**src/rtl/dmem_resp_pkg.sv**
```systemverilog
// Shared definitions for the data-memory responder.
// Error bit positions and FSM state encodings.
package dmem_resp_pkg;
  localparam int DMEM_ERR_TIMEOUT = 0;
  localparam int DMEM_ERR_OVERRUN = 1;
  localparam int DMEM_ERR_WIDTH   = 2;

  typedef enum logic {
    DMEM_STATE_IDLE   = 1'b0,
    DMEM_STATE_ACCESS = 1'b1
  } dmem_state_e;
endpackage

```
**src/rtl/dmem_resp_if.sv**
```systemverilog
// Variable-latency data-memory bus with req/ack handshake.
// master = responder side, slave = memory side.
interface dmem_resp_if #(
  parameter int DATA_WIDTH = 16,
  parameter int ADDR_WIDTH = 8
);
  logic                  mem_req;
  logic                  mem_we;
  logic [ADDR_WIDTH-1:0] mem_addr;
  logic [DATA_WIDTH-1:0] mem_wdata;
  logic [DATA_WIDTH-1:0] mem_rdata;
  logic                  mem_ack;

  modport master (
    output mem_req, mem_we, mem_addr, mem_wdata,
    input  mem_rdata, mem_ack
  );

  modport slave (
    input  mem_req, mem_we, mem_addr, mem_wdata,
    output mem_rdata, mem_ack
  );
endinterface

```
**src/rtl/dmem_timeout_cnt.sv**
```systemverilog
// Saturating request-cycle counter; tc marks the last
// request cycle allowed before the access is aborted.
module dmem_timeout_cnt #(
  parameter int TIMEOUT = 15
) (
  input  logic clk,
  input  logic rst,
  input  logic clear,
  input  logic enable,
  output logic tc
);
  localparam int CW = $clog2(TIMEOUT + 1);
  localparam logic [CW-1:0] LAST = CW'(TIMEOUT - 1);
  localparam logic [CW-1:0] MAX  = CW'(TIMEOUT);

  logic [CW-1:0] cnt_q, cnt_d;

  always_comb begin
    cnt_d = cnt_q;
    if (clear)
      cnt_d = '0;
    else if (enable && cnt_q != MAX)
      cnt_d = cnt_q + CW'(1);
  end

  always_ff @(posedge clk or negedge rst) begin
    if (!rst) cnt_q <= '0;
    else      cnt_q <= cnt_d;
  end

  // cnt_q counts completed request cycles
  assign tc = (cnt_q >= LAST);
endmodule

```
**src/rtl/dmem_resp.sv**
```systemverilog
// Data-memory responder: turns the controller access strobe
// into a held req/ack transaction with sticky error flags.
module dmem_resp
  import dmem_resp_pkg::*;
#(
  parameter int DATA_WIDTH = 16,
  parameter int ADDR_WIDTH = 8,
  parameter int TIMEOUT    = 15
) (
  input  logic                      clk,
  input  logic                      rst,
  input  logic                      dmem_update,
  input  logic                      dmem_write,
  input  logic [ADDR_WIDTH-1:0]     addr,
  input  logic [DATA_WIDTH-1:0]     wdata,
  output logic [DATA_WIDTH-1:0]     rdata,
  output logic                      rdata_valid,
  output logic                      busy,
  output logic [DMEM_ERR_WIDTH-1:0] err,
  input  logic                      err_clr,
  dmem_resp_if.master               mem
);
  dmem_state_e state_q, state_d;

  logic                      req_q, req_d;
  logic                      we_q, we_d;
  logic [ADDR_WIDTH-1:0]     addr_q, addr_d;
  logic [DATA_WIDTH-1:0]     wdata_q, wdata_d;
  logic [DATA_WIDTH-1:0]     rdata_q, rdata_d;
  logic                      valid_q, valid_d;
  logic                      busy_q, busy_d;
  logic [DMEM_ERR_WIDTH-1:0] err_q, err_d;
  logic                      cnt_clr, cnt_en, tc;

  dmem_timeout_cnt #(
    .TIMEOUT(TIMEOUT)
  ) u_cnt (
    .clk   (clk),
    .rst   (rst),
    .clear (cnt_clr),
    .enable(cnt_en),
    .tc    (tc)
  );

  always_comb begin
    state_d = state_q;
    req_d   = req_q;
    we_d    = we_q;
    addr_d  = addr_q;
    wdata_d = wdata_q;
    rdata_d = rdata_q;
    valid_d = 1'b0;
    busy_d  = busy_q;
    cnt_clr = 1'b0;
    cnt_en  = 1'b0;
    // new error events are applied after the clear
    err_d   = err_clr ? '0 : err_q;
    if (dmem_update && busy_q)
      err_d[DMEM_ERR_OVERRUN] = 1'b1;
    unique case (state_q)
      DMEM_STATE_IDLE: begin
        if (dmem_update) begin
          state_d = DMEM_STATE_ACCESS;
          req_d   = 1'b1;
          busy_d  = 1'b1;
          we_d    = dmem_write;
          addr_d  = addr;
          wdata_d = wdata;
          cnt_clr = 1'b1;
        end
      end
      DMEM_STATE_ACCESS: begin
        cnt_en = 1'b1;
        if (mem.mem_ack) begin
          if (!we_q) begin
            rdata_d = mem.mem_rdata;
            valid_d = 1'b1;
          end
          state_d = DMEM_STATE_IDLE;
          req_d   = 1'b0;
          busy_d  = 1'b0;
          we_d    = 1'b0;
        end else if (tc) begin
          state_d = DMEM_STATE_IDLE;
          req_d   = 1'b0;
          busy_d  = 1'b0;
          we_d    = 1'b0;
          err_d[DMEM_ERR_TIMEOUT] = 1'b1;
        end
      end
      default: state_d = DMEM_STATE_IDLE;
    endcase
  end

  always_ff @(posedge clk or negedge rst) begin
    if (!rst) begin
      state_q <= DMEM_STATE_IDLE;
      req_q   <= 1'b0;
      we_q    <= 1'b0;
      addr_q  <= '0;
      wdata_q <= '0;
      rdata_q <= '0;
      valid_q <= 1'b0;
      busy_q  <= 1'b0;
      err_q   <= '0;
    end else begin
      state_q <= state_d;
      req_q   <= req_d;
      we_q    <= we_d;
      addr_q  <= addr_d;
      wdata_q <= wdata_d;
      rdata_q <= rdata_d;
      valid_q <= valid_d;
      busy_q  <= busy_d;
      err_q   <= err_d;
    end
  end

  assign rdata         = rdata_q;
  assign rdata_valid   = valid_q;
  assign busy          = busy_q;
  assign err           = err_q;
  assign mem.mem_req   = req_q;
  assign mem.mem_we    = we_q;
  assign mem.mem_addr  = addr_q;
  assign mem.mem_wdata = wdata_q;
endmodule

```
**src/flat_wrapper.sv**
```systemverilog
// flat-port wrapper written by rule: the top's interface ports become plain ports
module dmem_resp_flat import dmem_resp_pkg::*;
#(
  parameter int DATA_WIDTH = 16,
  parameter int ADDR_WIDTH = 8,
  parameter int TIMEOUT    = 15
)
  (clk, rst, dmem_update, dmem_write, addr, wdata, rdata, rdata_valid, busy, err, err_clr, mem_mem_req, mem_mem_we, mem_mem_addr, mem_mem_wdata, mem_mem_rdata, mem_mem_ack);
  dmem_resp_if #(.DATA_WIDTH(DATA_WIDTH), .ADDR_WIDTH(ADDR_WIDTH)) mem_i ();
  input  logic clk;
  input  logic rst;
  input  logic dmem_update;
  input  logic dmem_write;
  input  logic [ADDR_WIDTH-1:0] addr;
  input  logic [DATA_WIDTH-1:0] wdata;
  output logic [DATA_WIDTH-1:0] rdata;
  output logic rdata_valid;
  output logic busy;
  output logic [DMEM_ERR_WIDTH-1:0] err;
  input  logic err_clr;
  output wire logic [$bits(mem_i.mem_req)-1:0] mem_mem_req;
  output wire logic [$bits(mem_i.mem_we)-1:0] mem_mem_we;
  output wire logic [$bits(mem_i.mem_addr)-1:0] mem_mem_addr;
  output wire logic [$bits(mem_i.mem_wdata)-1:0] mem_mem_wdata;
  input wire logic [$bits(mem_i.mem_rdata)-1:0] mem_mem_rdata;
  input wire logic [$bits(mem_i.mem_ack)-1:0] mem_mem_ack;
  assign mem_mem_req = mem_i.mem_req;
  assign mem_mem_we = mem_i.mem_we;
  assign mem_mem_addr = mem_i.mem_addr;
  assign mem_mem_wdata = mem_i.mem_wdata;
  assign mem_i.mem_rdata = mem_mem_rdata;
  assign mem_i.mem_ack = mem_mem_ack;
  dmem_resp #(.DATA_WIDTH(DATA_WIDTH), .ADDR_WIDTH(ADDR_WIDTH), .TIMEOUT(TIMEOUT)) u_core (.clk(clk), .rst(rst), .dmem_update(dmem_update), .dmem_write(dmem_write), .addr(addr), .wdata(wdata), .rdata(rdata), .rdata_valid(rdata_valid), .busy(busy), .err(err), .err_clr(err_clr), .mem(mem_i));
endmodule
```
**config.mk**
```make
export PLATFORM = sky130hd
export DESIGN_NAME = dmem_resp_flat
export DESIGN_NICKNAME = d
export VERILOG_FILES = /design/src/rtl/dmem_resp_pkg.sv /design/src/rtl/dmem_resp_if.sv /design/src/rtl/dmem_timeout_cnt.sv /design/src/rtl/dmem_resp.sv /design/src/flat_wrapper.sv
export SDC_FILE = /design/constraint.sdc
export NUM_CORES = 1
export LEC_CHECK = 0
export BUFFER_PORTS_ARGS = -buffer_cell sky130_fd_sc_hd__buf_2
export CAP_MARGIN = 20
export CORE_MARGIN = 5
export CORE_UTILIZATION = 30
export DETAILED_ROUTE_END_ITERATION = 10
export GPL_ROUTABILITY_DRIVEN = 1
export SLEW_MARGIN = 10
export SYNTH_ARGS = -nofsm -noshare
export SYNTH_HDL_FRONTEND = slang
export SYNTH_HIERARCHICAL = 1
export SYNTH_SLANG_ARGS = --single-unit
export TNS_END_PERCENT = 30
```
**constraint.sdc**
```tcl
create_clock -name clk -period 2 [get_ports clk]
set_clock_uncertainty 0.2 [all_clocks]
set_input_delay 0.3 -clock clk [delete_from_list [all_inputs] [get_ports clk]]
set_output_delay 0.3 -clock clk [all_outputs]
set_load 0.05 [all_outputs]
```
==> impl_metrics.yaml <==
timing:
  post-route-min-period_ns: 1.90
  max_freq_ghz: 0.527
  fin_ws_ns: 0.103
  setup_viol: 0
  drv_slew: 0
  rsz0062_at_grt: "no"
  fin_crit_sh_pct: 94.9
  tightest_slew_ns: 0.468
  maxSlewHeadroom_pct: 68.8
  whs_ns: 0.0313
  hold_viol_final: 0
  fin_setup_tns_ns: 0
global_route:
  grt-ovfl-total: 0
  grt_use_total_pct: 10.3
  grt_pass1_wl_um: 7350
  grt_max_degree: 32
  antenna_found_initial: 0
  grt_pass1_vias: 1551
floorplan:
  core-area_mm2: 0.00687
  dieArea_mm2: 0.00890
  ioPinCount: 92
  die_y_um: 94.4
  start_util_pct: 31.1
  die_w_um: 94.4
  rows: 30
cells_and_area:
  syn_to_final_growth_pct: 30.4
  drive_gt1_share_pct: 65.4
  final_cell_mix: "91 x buf_2, 50 x dfrtp_1, 28 x mux2_4"
  finalNetCount: 276
  fin_area_mm2: 0.00278
  antenna_cells: 0
  final_common_cell: "buf_2"
setup_path:
  critPathRequiredTime_ns: 2.02
  worstSetupPathType: "register to register"
  worst_ep_arrival_time_ns: 1.91
  cp_top_family: "simple AND/OR/NAND/NOR gates"
  critPathMaxFanout: 4
  end_kind: "register"
  cp_num_buf_inv: 1
  crit_chain: "inv_1, ha_1, o211a_1, or4bb_2, o21ai_0"
  start_kind: "register"
  max_stage_delay_ns: 0.60
  slowest_stage: "or4bb_2"
logic_synthesis:
  synth.distinct_cells: 27
  syn_avg_cell_area_um2: 16.4
  syn_nets: 178
  yosys_warnings: 6
  async_flop_share_pct: 100
  syn_inst: 130
  ys.flop_type: "dfrtp_1"
  synth-seq-cells: 50
  synth_area_mm2: 0.00213
  synth_seq_area_share_pct: 58.6
  synth_edf_count: 0
power_and_ir_drop:
  power_switching_mw: 1.69
  p_leak_nw: 1.45
  comb_power_share_pct: 46.9
  p_sw_share_pct: 44.8
  power.internal_mw: 2.09
  seqPwrFrac_pct: 38.2
  power_mw: 3.78
  peakVddDrop_mv: 0.368
  clkPwrFrac_pct: 14.8
  pwr_density_cell_mw_per_mm2: 1360
drt:
  num_vias: 1371
  antenna_left: 0
  wirelength_um: 4470
  wl_per_cell_um: 13.8
  drc: 0
  via_per_inst: 4.23
  drt_iter0_drc: 49
  drt_first_pass_iters: 3
clock_tree:
  clk_latency_ns: 0.29
  clkTransAtPathRegs_ns: 0.09
  cts_resized: 0
  cts_hold_buf: 2
  clock-sinks: 50
  h-tree-depth: 2
  cts-root-buf: "clkbuf_8"
  clock_path_buffers: 2
  cts_tree: "yes"
  numCtsBuffers: 5
  cts_setup_buffers: 0
outcome:
  outcome: "finished clean"
placed_design:
  place.gp.congestion: 0.721
  dp_hpwl_um: 3430
  port_buffers: 91
  placed_area_mm2: 0.00268
  place_ws_ns: 0.129
worst_hold_path:
  hold_path.class: "primary input to register"
run:
  max_cap_violations: 0
power by group through the flow:
stage,sequential (mW),combinational (mW),clock (mW)
floorplan,2.34,0.507,0
global placement,1.46,1.78,0
detailed placement,1.47,1.79,0
CTS,1.45,1.80,0.595
global route,1.49,1.86,0.631
finish,1.45,1.78,0.562
routing by layer:
metal  track usage [%]  wire [um]  vias up
li1                  -          -      647
met1              12.0       1860      670
met5                 0          0        -
met4              3.25         55        0
met3              2.55        259        5
met2              18.6       2290       49
sequential cells by signal (all words and copies together) (netlist names):
| register | cells |
|---|---|
| u_core/u_cnt/cnt_q | 4 |
| u_core/state_q | 1 |
| u_core/busy | 1 |
| u_core/rdata_valid | 1 |
| u_core/err | 2 |
| u_core/mem.mem_addr | 8 |
| u_core/mem.mem_we | 1 |
| u_core/mem.mem_wdata | 16 |
| u_core/rdata | 16 |
worst register-to-register path, delay by kind of cell, from the launching register on:
kind / cells / cell delay, ns
AND/OR/NAND/NOR: 1 / 0.60
buffers and inverters: 1 / 0.08
adder cells (fa/ha/maj): 1 / 0.19
AO/OA/AOI/OAI: 2 / 0.34
flip-flops: 1 / 0.41
synthesized netlist by cell type, types with 2 or more instances:
library cell	number	area, um^2
dfrtp_1	50	1250
mux2_4	28	420
mux2_2	14	158
inv_1	4	15.0
nor2_1	4	15.0
o21ai_0	4	20.0
a21oi_1	2	10.0
buf_12	2	40.0
buf_6	2	22.5
ha_1	2	25.0
nand2_1	2	7.51
stage by stage:
| step | utilization, % | std cells |
|---|---|---|
| global route | 40.5 | 324 |
| floorplan | - | 130 |
| finish | 40.5 | 324 |
| CTS | 40.5 | 324 |
| global placement | 39.0 | 315 |
| detailed placement | 39.0 | 315 |
area by class of cell:
cell class	count	area (um^2)
Sequential cell	50	1250
Tap cell	96	120
Clock inverter	2	15.0
Clock buffer	5	68.8
Timing Repair Buffer	96	510
Fill cell	671	4090
Inverter	4	15.0
Multi-Input combinational cell	71	803
worst paths after layout:
| check | from | to | slack, ns | cells past startpoint |
|---|---|---|---|---|
| max in group asynchronous | rst | u_core/u_cnt/cnt_q[1] | 0.78 | 3 |
| worst min register to register | u_core/rdata[2] | u_core/rdata[2] | 0.30 | 1 |
| min in group asynchronous | rst | u_core/mem.mem_wdata[10] | 0.30 | 2 |
| worst min-delay path | mem_mem_rdata[11] | u_core/rdata[11] | 0.03 | 2 |
| worst max-delay path | u_core/u_cnt/cnt_q[0] | u_core/mem.mem_we | 0.10 | 5 |
| worst max register to register | u_core/u_cnt/cnt_q[0] | u_core/mem.mem_we | 0.10 | 5 |
logic make-up (layout without fill, tap and decap cells):
kind of cell	count (synthesis)	count (layout)	synth area share, %
simple gates	16	16	5.74
compound gates	10	10	2.93
flops	50	50	58.6
buf+inv	9	107	3.99
mux	43	43	27.5
fa+ha+maj	2	2	1.17
Note: power is estimated with default switching activity, not from simulation.
